--- config.mk ---
export PLATFORM = sky130hd
export DESIGN_NAME = vga_timing_mixer
export DESIGN_NICKNAME = d
export VERILOG_FILES = /design/src/rtl/vga_pkg.sv /design/src/rtl/sync_delay_line.sv /design/src/rtl/vga_timing_mixer.sv
export SDC_FILE = /design/constraint.sdc
export NUM_CORES = 1
export LEC_CHECK = 0
export ABC_AREA = 1
export ABC_CLOCK_PERIOD_IN_PS = 3400
export CAP_MARGIN = 20
export CORE_AREA = 2 2 80 82
export DETAILED_ROUTE_END_ITERATION = 12
export DIE_AREA = 0 0 82 84
export PLACE_DENSITY = 0.61
export SLEW_MARGIN = 25
export SYNTH_ARGS = -nofsm -noshare
export SYNTH_HDL_FRONTEND = slang
export SYNTH_HIERARCHICAL = 1
export SYNTH_SLANG_ARGS = --single-unit
--- constraint.sdc ---
create_clock -name clk -period 3.4 [get_ports clk]
set_input_delay 0.34 -clock clk [delete_from_list [all_inputs] [get_ports clk]]
set_output_delay 0.34 -clock clk [all_outputs]
set_load 0.03 [all_outputs]
--- src/rtl/vga_pkg.sv ---
// rtl/vga_pkg.sv - shared raster timing constants, types and helpers for the video path
package vga_pkg;

  // Raster counters are fixed-width; any timing set must fit inside them.
  localparam int CNT_W     = 10;
  localparam int CNT_LIMIT = 1 << CNT_W;

  // Output colour is {R1,R0,G1,G0,B1,B0}.
  localparam int RGB_W = 6;

  // Default 640x480@60 timing.
  localparam int DEF_H_ACTIVE = 640;
  localparam int DEF_H_FP     = 16;
  localparam int DEF_H_SYNC   = 96;
  localparam int DEF_H_BP     = 48;
  localparam int DEF_V_ACTIVE = 480;
  localparam int DEF_V_FP     = 10;
  localparam int DEF_V_SYNC   = 2;
  localparam int DEF_V_BP     = 33;

  // Asserted sync level encoding.
  localparam int SYNC_ACTIVE_LOW  = 0;
  localparam int SYNC_ACTIVE_HIGH = 1;

  // Deepest overlay pipeline the delay line is allowed to match.
  localparam int MAX_PIPE_DELAY = 3;

  // Timing flags carried through the delay line; all asserted-high.
  typedef struct packed {
    logic active;
    logic hsync;
    logic vsync;
  } sync_bits_t;

  // Total clocks per line or lines per frame.
  function automatic int timing_total(input int active, input int fp,
                                      input int sync, input int bp);
    return active + fp + sync + bp;
  endfunction

endpackage

--- src/rtl/sync_delay_line.sv ---
// rtl/sync_delay_line.sv - fixed-depth shift register that delay-matches timing flags
module sync_delay_line
  import vga_pkg::*;
#(
  parameter int DEPTH = 1,
  parameter int WIDTH = 3
) (
  input  logic             clk,
  input  logic             rst_n,
  input  logic [WIDTH-1:0] data_in,
  output logic [WIDTH-1:0] data_out
);

  if (DEPTH < 0 || DEPTH > MAX_PIPE_DELAY) begin : g_bad_depth
    $error("sync_delay_line: DEPTH must be within 0..3");
  end

  if (DEPTH == 0) begin : g_wire
    // No overlay latency to match: pass straight through.
    logic unused_ctrl;
    assign unused_ctrl = clk ^ rst_n;
    assign data_out    = data_in;
  end else begin : g_pipe
    logic [WIDTH-1:0] stage [DEPTH];

    // Shift flags one stage per clock; reset flushes to inactive/not-asserted.
    always_ff @(posedge clk) begin
      if (!rst_n) begin
        for (int i = 0; i < DEPTH; i++) begin
          stage[i] <= '0;
        end
      end else begin
        stage[0] <= data_in;
        for (int i = 1; i < DEPTH; i++) begin
          stage[i] <= stage[i-1];
        end
      end
    end

    assign data_out = stage[DEPTH-1];
  end

endmodule

--- src/rtl/vga_timing_mixer.sv ---
// rtl/vga_timing_mixer.sv - raster timing generator and overlay/background colour mixer
module vga_timing_mixer
  import vga_pkg::*;
#(
  parameter int H_ACTIVE   = DEF_H_ACTIVE,
  parameter int H_FP       = DEF_H_FP,
  parameter int H_SYNC     = DEF_H_SYNC,
  parameter int H_BP       = DEF_H_BP,
  parameter int V_ACTIVE   = DEF_V_ACTIVE,
  parameter int V_FP       = DEF_V_FP,
  parameter int V_SYNC     = DEF_V_SYNC,
  parameter int V_BP       = DEF_V_BP,
  parameter int SYNC_POL   = SYNC_ACTIVE_LOW,
  parameter int PIPE_DELAY = 1
) (
  input  logic             clk,
  input  logic             rst_n,
  output logic [CNT_W-1:0] x,
  output logic [CNT_W-1:0] y,
  output logic             frame_active,
  output logic             line_start,
  output logic             frame_start,
  input  logic [RGB_W-1:0] overlay_rgb,
  input  logic             overlay_active,
  input  logic [RGB_W-1:0] bg_rgb,
  output logic             hsync,
  output logic             vsync,
  output logic [RGB_W-1:0] rgb,
  output logic [7:0]       frame_count
);

  localparam int H_TOTAL = timing_total(H_ACTIVE, H_FP, H_SYNC, H_BP);
  localparam int V_TOTAL = timing_total(V_ACTIVE, V_FP, V_SYNC, V_BP);

  if (H_TOTAL > CNT_LIMIT || V_TOTAL > CNT_LIMIT) begin : g_bad_totals
    $error("vga_timing_mixer: H_TOTAL/V_TOTAL exceed the 10-bit counter range");
  end

  if (PIPE_DELAY < 0 || PIPE_DELAY > MAX_PIPE_DELAY) begin : g_bad_delay
    $error("vga_timing_mixer: PIPE_DELAY must be within 0..3");
  end

  // Thresholds are one bit wider than the counters so a sync window ending
  // exactly at 1024 still compares correctly.
  localparam int CMP_W = CNT_W + 1;
  localparam logic [CNT_W-1:0] H_MAX    = CNT_W'(H_TOTAL - 1);
  localparam logic [CNT_W-1:0] V_MAX    = CNT_W'(V_TOTAL - 1);
  localparam logic [CMP_W-1:0] H_ACT    = CMP_W'(H_ACTIVE);
  localparam logic [CMP_W-1:0] V_ACT    = CMP_W'(V_ACTIVE);
  localparam logic [CMP_W-1:0] HS_START = CMP_W'(H_ACTIVE + H_FP);
  localparam logic [CMP_W-1:0] HS_END   = CMP_W'(H_ACTIVE + H_FP + H_SYNC);
  localparam logic [CMP_W-1:0] VS_START = CMP_W'(V_ACTIVE + V_FP);
  localparam logic [CMP_W-1:0] VS_END   = CMP_W'(V_ACTIVE + V_FP + V_SYNC);

  localparam logic SYNC_ON  = (SYNC_POL != 0) ? 1'b1 : 1'b0;
  localparam logic SYNC_OFF = ~SYNC_ON;

  logic [CNT_W-1:0] h_cnt;
  logic [CNT_W-1:0] v_cnt;
  logic [CMP_W-1:0] h_ext;
  logic [CMP_W-1:0] v_ext;
  sync_bits_t       raw_bits;
  sync_bits_t       dly_bits;
  logic [RGB_W-1:0] mix_rgb;

  // Free-running raster counters; frame_count ticks on the last pixel of a frame.
  always_ff @(posedge clk) begin
    if (!rst_n) begin
      h_cnt       <= '0;
      v_cnt       <= '0;
      frame_count <= '0;
    end else if (h_cnt == H_MAX) begin
      h_cnt <= '0;
      if (v_cnt == V_MAX) begin
        v_cnt       <= '0;
        frame_count <= frame_count + 8'd1;
      end else begin
        v_cnt <= v_cnt + 1'b1;
      end
    end else begin
      h_cnt <= h_cnt + 1'b1;
    end
  end

  // Coordinate outputs and raw (undelayed, asserted-high) timing flags.
  always_comb begin
    h_ext          = {1'b0, h_cnt};
    v_ext          = {1'b0, v_cnt};
    x              = h_cnt;
    y              = v_cnt;
    frame_active   = (h_ext < H_ACT) && (v_ext < V_ACT);
    line_start     = (h_cnt == '0);
    frame_start    = (h_cnt == '0) && (v_cnt == '0);
    raw_bits       = '0;
    raw_bits.active = frame_active;
    raw_bits.hsync = (h_ext >= HS_START) && (h_ext < HS_END);
    raw_bits.vsync = (v_ext >= VS_START) && (v_ext < VS_END);
  end

  sync_delay_line #(
    .DEPTH (PIPE_DELAY),
    .WIDTH ($bits(sync_bits_t))
  ) u_sync_delay (
    .clk      (clk),
    .rst_n    (rst_n),
    .data_in  (raw_bits),
    .data_out (dly_bits)
  );

  // Overlay wins over background inside the active area; black elsewhere.
  always_comb begin
    mix_rgb = '0;
    if (dly_bits.active) begin
      mix_rgb = overlay_active ? overlay_rgb : bg_rgb;
    end
  end

  // Output register keeps colour and syncs leaving on the same edge.
  always_ff @(posedge clk) begin
    if (!rst_n) begin
      rgb   <= '0;
      hsync <= SYNC_OFF;
      vsync <= SYNC_OFF;
    end else begin
      rgb   <= mix_rgb;
      hsync <= dly_bits.hsync ? SYNC_ON : SYNC_OFF;
      vsync <= dly_bits.vsync ? SYNC_ON : SYNC_OFF;
    end
  end

endmodule

== After elaboration in Yosys (flattened, before gate mapping) ==
Memory sizes are Yosys's and may differ from the RTL's.
Index checks and enable logic that the tools add are counted.
Word-level totals
  memory bits (read-only): 0
  bits in latches: 0
  memories kept: 1
  bits in writable memories: 3
  bits in registers: 36
  word-level logic and storage cells: 37
  output and inout bits: 39
Memory list
  u_sync_delay.g_pipe.stage: depth 1, bits a word 3, rd ports 1, clocked after Yosys merged registers in 0, wr ports 1, RTL line sync_delay_line.sv:24  | logic [WIDTH-1:0] stage [DEPTH];
Cells by class
  shift-type cells: 0
  order comparisons: 6
  add/sub/neg operators: 3
  reductions and logical operators: 10
  divide/modulo/power cells: 0
  eq/ne operators: 2
  bitwise logic cells: 1
  $mul: 0
  multiplexer cells: 8
Operators by type and width (count)
  $add 10x1->10 const B: 2
  $eq 10x10->1 const B: 2
  $logic_not 10->1: 2
  $lt 10x10->1 const B: 2
  $lt 10x9->1 const B: 2
  $ge 10x10->1 const B: 1
  $ge 10x9->1 const B: 1
  $mux 10: 1
  $add 8x1->8 const B: 1
  $mux 6: 1
  $mux 1: 5
  $logic_and 1x1->1: 4
  $reduce_and 2->1: 2
  $mux 3: 1
  $reduce_or 3->1: 1
  $reduce_or 2->1: 1
  $not 1->1: 1

== Logic depth before layout (Yosys ltp) ==
Gate-level depths: netlist (run 1).
  depth in word-level cells: 3
  mapped depth: 10
  depth with buffers taken out: 10

== Modules after synthesis ==
The synthesis (run 1) kept the hierarchy.
By module, submodules not included
  vga_timing_mixer: seq. area each 720.7 µm², times used 1, area an instance 1968.1 µm², cells an instance 284
  sync_delay_line: seq. area each 60.1 µm², times used 1, area an instance 82.6 µm², cells an instance 9

== Worst setup path before layout (run 1) ==
No wires, ideal clock.
  path kind: register -> output
  from: reg v_cnt[0], in the netlist y[0]
  to: out frame_start
  cell stages (with the launch flop): 7
  slack: 1.156 ns
  buffers on the path: 0
  arrival time: 1.904 ns
  path through: dfxtp_1 > inv_1 > ha_1 > inv_1 > nor2_1 > nand3_1 > nor4_1
On the way
  cells in the longest elaborated chain, start to end: 2
Ends and longest elaborated chain
  from (decl): RTL line vga_timing_mixer.sv:59  | logic [CNT_W-1:0] v_cnt;
  from (signal assigned): RTL line vga_timing_mixer.sv:78  | v_cnt <= v_cnt + 1'b1;
  $logic_not 10->1: RTL line vga_timing_mixer.sv:93  | frame_start = (h_cnt == '0) && (v_cnt == '0);
  $logic_and 1x1->1: RTL line vga_timing_mixer.sv:93
  to (decl): RTL line vga_timing_mixer.sv:22  | output logic frame_start,
Every way passes these cells.

== Worst setup path in the final report (run 1) ==
Same ends and word-level chain as after synthesis.

==> results of run 1 <==
-- layer usage --
layer	GRT usage, %	vias up	part of all wire (%)
met5	0	-	0
met4	5.76	0	1.7
met3	3.14	8	5.0
met2	23.0	45	45
met1	19.7	858	48
li1	-	1039	-
-- worst max path at each step --
stage	to	depth (start not counted)	slack (ns)
floorplan	frame_start	6	1.16
global placement	frame_start	7	1.26
detailed placement	frame_start	7	1.18
CTS	frame_start	7	0.84
global route	frame_start	7	0.68
finish	frame_start	7	0.85
-- cell families after synthesis --
group | Yosys count | share of synthesized area (%)
adder cells (fa/ha/maj) | 5 | 3.05
flip-flops | 39 | 38.1
buffers and inverters | 46 | 9.76
XOR/XNOR | 5 | 2.14
AND/OR/NAND/NOR | 167 | 38.8
AO/OA/AOI/OAI | 31 | 8.18
-- final cells by class --
cell class	instances	area, um2
Timing Repair Buffer	54	538
Multi-Input combinational cell	208	1070
Fill cell	637	3340
Clock inverter	2	35.0
Sequential cell	39	781
Tap cell	77	96.3
Clock buffer	6	82.6
Inverter	41	154
-- power breakdown --
part           internal, W  total (W)  switching [W]
logic            0.0000400  0.0000867      0.0000467
registers         0.000463   0.000468     0.00000507
clock network     0.000238   0.000403       0.000166
-- Yosys cell counts, types with 5 or more instances --
cell	n	area share, %
nor2_1	28	5.1
o21ai_0	5	1.2
nand4_1	10	3.1
a21oi_1	22	5.4
nor2_4	5	2.7
nand2_1	82	15
dfxtp_1	39	38
inv_1	40	7.3
xor2_1	5	2.1
nor2_2	6	1.8
ha_1	5	3.1
nand3_1	19	4.6
-- metrics by stage --
stage | utilization, % | std cells | hold WS [ns]
after floorplan | - | 293 | 0.343
after global placement | 43.3 | 419 | 0.346
after detailed placement | 43.3 | 419 | 0.350
after CTS | 45.2 | 427 | 0.371
after global routing | 45.2 | 427 | 0.375
final | 45.2 | 427 | 0.367
-- state kept, by name, summed over array words and instances, names as in the netlist --
name and flops:
u_sync_delay/g_pipe.stage 3, hsync 1, rgb 6, frame_count 8, x 10, y 10
vsync 1
==> flow_metrics.env, run 1 <==
export IMPL_outcome="finished clean"
export IMPL_setup_violations=0
export IMPL_core_rowCount=29
export IMPL_cts_buffer_depth=2
export IMPL_ys_ff_latch=39
export IMPL_min_delay_path_depth=1
export IMPL_power_per_cell_area_mw_per_mm2=348
export IMPL_critPathArrivalTime_ns=2.21
export IMPL_antenna_left=0
export IMPL_total_power_w=0.000958
export IMPL_cts_resized=0
export IMPL_crit_top_cell="inv_1"
export IMPL_fmax_mhz=392
export IMPL_vias=1950
export IMPL_dieHeight_um=84
export IMPL_path_cells="inv_1 -> ha_1 -> inv_1 -> nor2_1 -> nand3_1 -> nor4_1 -> clkdlybuf4s50_1"
export IMPL_hold_class="flop to flop"
export IMPL_hold_start="u_sync_delay/g_pipe.stage[0][0]$_SDFF_PN0_"
export IMPL_crit_type="flop to output pin"
export IMPL_dp_slack_ns=1.18
export IMPL_place_congestion=0.833
export IMPL_postLayoutSetupSlackWorst_ns=0.846
export IMPL_synth_nets=313
export IMPL_synth_edff_count=0
export IMPL_finalCritPeriodShare_pct=75.1
export IMPL_h_tree_depth=2
export IMPL_viasPerCell=4.57
export IMPL_die_w_um=82
export IMPL_synth_area_mm2=0.00205
export IMPL_end_kind="output pin"
export IMPL_dp_hpwl_um=3620
export IMPL_final_common_cell="nand2_1"
export IMPL_clk_latency_ns=0.29
export IMPL_reg2reg_depth=6
export IMPL_grt_util_all_layers_pct=14.8
export IMPL_portBuffers=53
export IMPL_synthToLayoutAreaGrowth_pct=34.4
export IMPL_ys_types=28
export IMPL_max_cap_viol_count=0
export IMPL_clkSlewWorstSetupHoldPaths_ns=0.08
export IMPL_core_region_area_mm2=0.00610
export IMPL_firstDrtPassIters=4
export IMPL_crit_buf_inv=3
export IMPL_worstMarginPinSlew_ns=0.399
export IMPL_hold_end="vsync$_SDFF_PN1_"
export IMPL_ios=54
export IMPL_clock_sinks=39
export IMPL_path_max_fanout=5
export IMPL_timing_rr_end="frame_count[1]$_SDFFE_PN0P_"
export IMPL_placed_cell_area_mm2=0.00264
export IMPL_drive_gt1_share_pct=9.14
export IMPL_timing_final_crit_period_ns=2.55
export IMPL_fin_area_mm2=0.00276
export IMPL_overflow=0
export IMPL_hold_viol=0
export IMPL_grt_pass1_wl_um=8140
export IMPL_post_cts_setup_buffers=0
export IMPL_dominantRegCellSynth="dfxtp_1"
export IMPL_slew_violations=0
export IMPL_layout_common_cells="nand2_1 (82), clkdlybuf4s50_1 (53), inv_1 (40), dfxtp_1 (39), nor2_1 (28)"
export IMPL_setup_tns_ns=0
export IMPL_async_reset_ff_share_pct=0
export IMPL_drc=0
export IMPL_rsz0062_at_grt="false"
export IMPL_skew_ns=0.00503
export IMPL_netlist_instances=293
export IMPL_antenna_found_initial=0
export IMPL_ctsHoldBuffers=0
export IMPL_cts_buffers=5
export IMPL_crit_path_start="y[0]$_SDFFE_PN0N_"
export IMPL_cts_root_buf="clkbuf_8"
export IMPL_cp_slowest_stage_delay_ns=0.74
export IMPL_die_area_mm2=0.00689
export IMPL_drt_iter0_drc=103
export IMPL_cp_data_required_time_ns=3.06
export IMPL_max_slew_margin_pct=73.3
export IMPL_num_antenna_cells=0
export IMPL_reg2reg_slack_ns=1.66
export IMPL_avgSynthCellArea_um2=7.00
export IMPL_wl_per_cell_um=11.2
export IMPL_start_util_pct=33.6
export IMPL_yosysSeqAreaShare_pct=38.1
export IMPL_cts_tree="done"
export IMPL_drt_wl_total_um=4800
export IMPL_leakage_nw=1.11
export IMPL_grt_max_degree=15
export IMPL_crit_family="buffers and inverters"
export IMPL_grt_pass1_vias=1789
export IMPL_crit_path_start_kind="flop"
export IMPL_synth_warning_count=6
export IMPL_cp_slowest_cell="clkdlybuf4s50_1"
export IMPL_layout_nets=369
export IMPL_irDropWorstVdd_v=0.000165
export IMPL_r2r_start="x[0]$_SDFF_PP0_"
No activity file was read; power rests on OpenSTA's default activity.
==> run 2: changes to the inputs <==
--- a/config.mk
+++ b/config.mk
@@ -6,7 +6,7 @@
 export NUM_CORES = 1
 export LEC_CHECK = 0
 export ABC_AREA = 1
-export ABC_CLOCK_PERIOD_IN_PS = 3400
+export ABC_CLOCK_PERIOD_IN_PS = 2400
 export CAP_MARGIN = 20
 export CORE_AREA = 2 2 80 82
 export DETAILED_ROUTE_END_ITERATION = 12
==> constraint.sdc (replaced) <==
create_clock -name clk -period 2.4 [get_ports clk]
set_input_delay 0.24 -clock clk [delete_from_list [all_inputs] [get_ports clk]]
set_output_delay 0.24 -clock clk [all_outputs]
set_load 0.03 [all_outputs]
==> flow_metrics.env, run 2 (same netlist as run 1, synthesis figures left out) <==
export IMPL_clk_latency_ns=0.29
export IMPL_critPathArrivalTime_ns=1.90
export IMPL_power_frac_comb_pct=9.5
export IMPL_n_fill_cell=638
export IMPL_overflow=0
export IMPL_h_tree_depth=2
export IMPL_vias=1960
export IMPL_power_per_cell_area_mw_per_mm2=464
export IMPL_firstDrtPassIters=4
export IMPL_core_rowCount=29
export IMPL_cp_data_required_time_ns=2.16
export IMPL_timing_final_crit_period_ns=2.14
export IMPL_grt_max_degree=16
export IMPL_num_antenna_cells=0
export IMPL_cts_buffers=5
export IMPL_setup_violations=0
export IMPL_crit_type="flop to output pin"
export IMPL_cts_tree="done"
export IMPL_hold_class="flop to flop"
export IMPL_slew_violations=0
export IMPL_die_area_mm2=0.00689
export IMPL_crit_path_start="y[0]$_SDFFE_PN0N_"
export IMPL_viasPerCell=4.57
export IMPL_power_switching_w=0.000307
export IMPL_skew_ns=0.00301
export IMPL_grt_util_all_layers_pct=15.0
export IMPL_setup_tns_ns=0
export IMPL_path_max_fanout=5
export IMPL_finalCritPeriodShare_pct=89.3
export IMPL_p_seq_share_pct=51.7
export IMPL_drt_wl_total_um=4840
export IMPL_fmax_mhz=466
export IMPL_leakage_nw=1.11
export IMPL_reg2reg_slack_ns=0.66
export IMPL_cts_root_buf="clkbuf_8"
export IMPL_drc=0
export IMPL_cts_buffer_depth=2
export IMPL_layout_nets=371
export IMPL_portBuffers=53
export IMPL_die_w_um=82
export IMPL_post_cts_setup_buffers=0
export IMPL_intPower_w=0.000974
export IMPL_max_cap_viol_count=0
export IMPL_dieHeight_um=84
export IMPL_dp_hpwl_um=3590
export IMPL_grt_pass1_wl_um=8220
export IMPL_antenna_left=0
export IMPL_hold_start="u_sync_delay/g_pipe.stage[0][0]$_SDFF_PN0_"
export IMPL_holdWs_ns=0.366
export IMPL_core_region_area_mm2=0.00610
export IMPL_switching_share_pct=24.0
export IMPL_synthToLayoutAreaGrowth_pct=34.5
export IMPL_r2r_start="x[0]$_SDFF_PP0_"
export IMPL_rsz0062_at_grt="false"
export IMPL_wl_per_cell_um=11.3
export IMPL_clockPowerShare_pct=38.7
export IMPL_crit_path_start_kind="flop"
export IMPL_clock_sinks=39
export IMPL_hold_viol=0
export IMPL_place_congestion=0.811
export IMPL_clkSlewWorstSetupHoldPaths_ns=0.08
export IMPL_start_util_pct=33.6
export IMPL_drive_gt1_share_pct=9.66
export IMPL_final_common_cell="nand2_1"
export IMPL_drt_iter0_drc=77
export IMPL_irDropWorstVdd_v=0.000197
export IMPL_worstMarginPinSlew_ns=0.376
export IMPL_grt_pass1_vias=1866
export IMPL_antenna_found_initial=0
export IMPL_layout_common_cells="nand2_1 (82), clkdlybuf4s50_1 (52), inv_1 (40), dfxtp_1 (39), nor2_1 (28)"
export IMPL_max_slew_margin_pct=74.9
export IMPL_ios=54
export IMPL_outcome="finished clean"
export IMPL_dp_cells=421
export IMPL_fin_cells=429
export IMPL_end_kind="output pin"
## run 2: power groups by stage
stage / Clock [W] / Sequential (W) / Combinational (W)
final: 0.000496 / 0.000663 / 0.000122
after global routing: 0.000541 / 0.000665 / 0.000134
after CTS: 0.000512 / 0.000663 / 0.000123
after detailed placement: 0 / 0.000678 / 0.000125
after global placement: 0 / 0.000678 / 0.000124
after floorplan: 0 / 0.000694 / 0.0000443
## run 2: timing repair
action                                  CTS  global route
gates resized for setup                   1             1
hold buffers                              0             0
hold endpoints to repair                  0             0
cloned                                    0             0
endpoints found under the setup margin    1             1
## run 2: worst paths after layout
check / endpoint / cells after the start
worst max-delay path: frame_start / 7
worst min-delay path: vsync$_SDFF_PN1_ / 1
worst max register to register: frame_count[1]$_SDFFE_PN0P_ / 6
worst min register to register: vsync$_SDFF_PN1_ / 1
## run 2: per-stage QoR
step / worst slack (ns) / cell area (um2) / power, W / util, %
4_1_cts: 0.130 / 2750 / 0.00130 / 45.2
6_report: 0.256 / 2760 / 0.00128 / 45.3
2_1_floorplan: 0.256 / 2050 / 0.000739 / -
5_1_grt: 0.0683 / 2760 / 0.00134 / 45.3
3_5_place_dp: 0.146 / 2650 / 0.000803 / 43.5
3_3_place_gp: 0.287 / 2650 / 0.000802 / 43.5
## run 2: metal layers
| metal | up-vias | wire length [um] | part of all wire [%] | global-route usage (%) |
|---|---|---|---|---|
| met4 | 0 | 59 | 1.2 | 4.85 |
| met1 | 869 | 2340 | 48 | 19.2 |
| met5 | - | 0 | 0 | 0 |
| met3 | 6 | 264 | 5.5 | 4.44 |
| met2 | 42 | 2170 | 45 | 23.9 |
| li1 | 1043 | - | - | - |
## run 2: worst max-delay path, cell delays in order, from the launching register on
cell and delay [ns]:
dfxtp_1 0.35, inv_1 0.09, ha_1 0.17, inv_1 0.04
nor2_1 0.07, nand3_1 0.15, nor4_2 0.31, dlygate4sd2_1 0.44
## run 2: final cells by class
| class | count | area [um2] | share of cell area (%) |
|---|---|---|---|
| multi-input combinational | 208 | 1080 | 39.0 |
| timing repair buffer | 56 | 552 | 20.0 |
| inverter | 41 | 154 | 5.58 |
| tap | 77 | 96.3 | 3.49 |
| sequential | 39 | 781 | 28.3 |
| clock buffer | 8 | 100 | 3.63 |
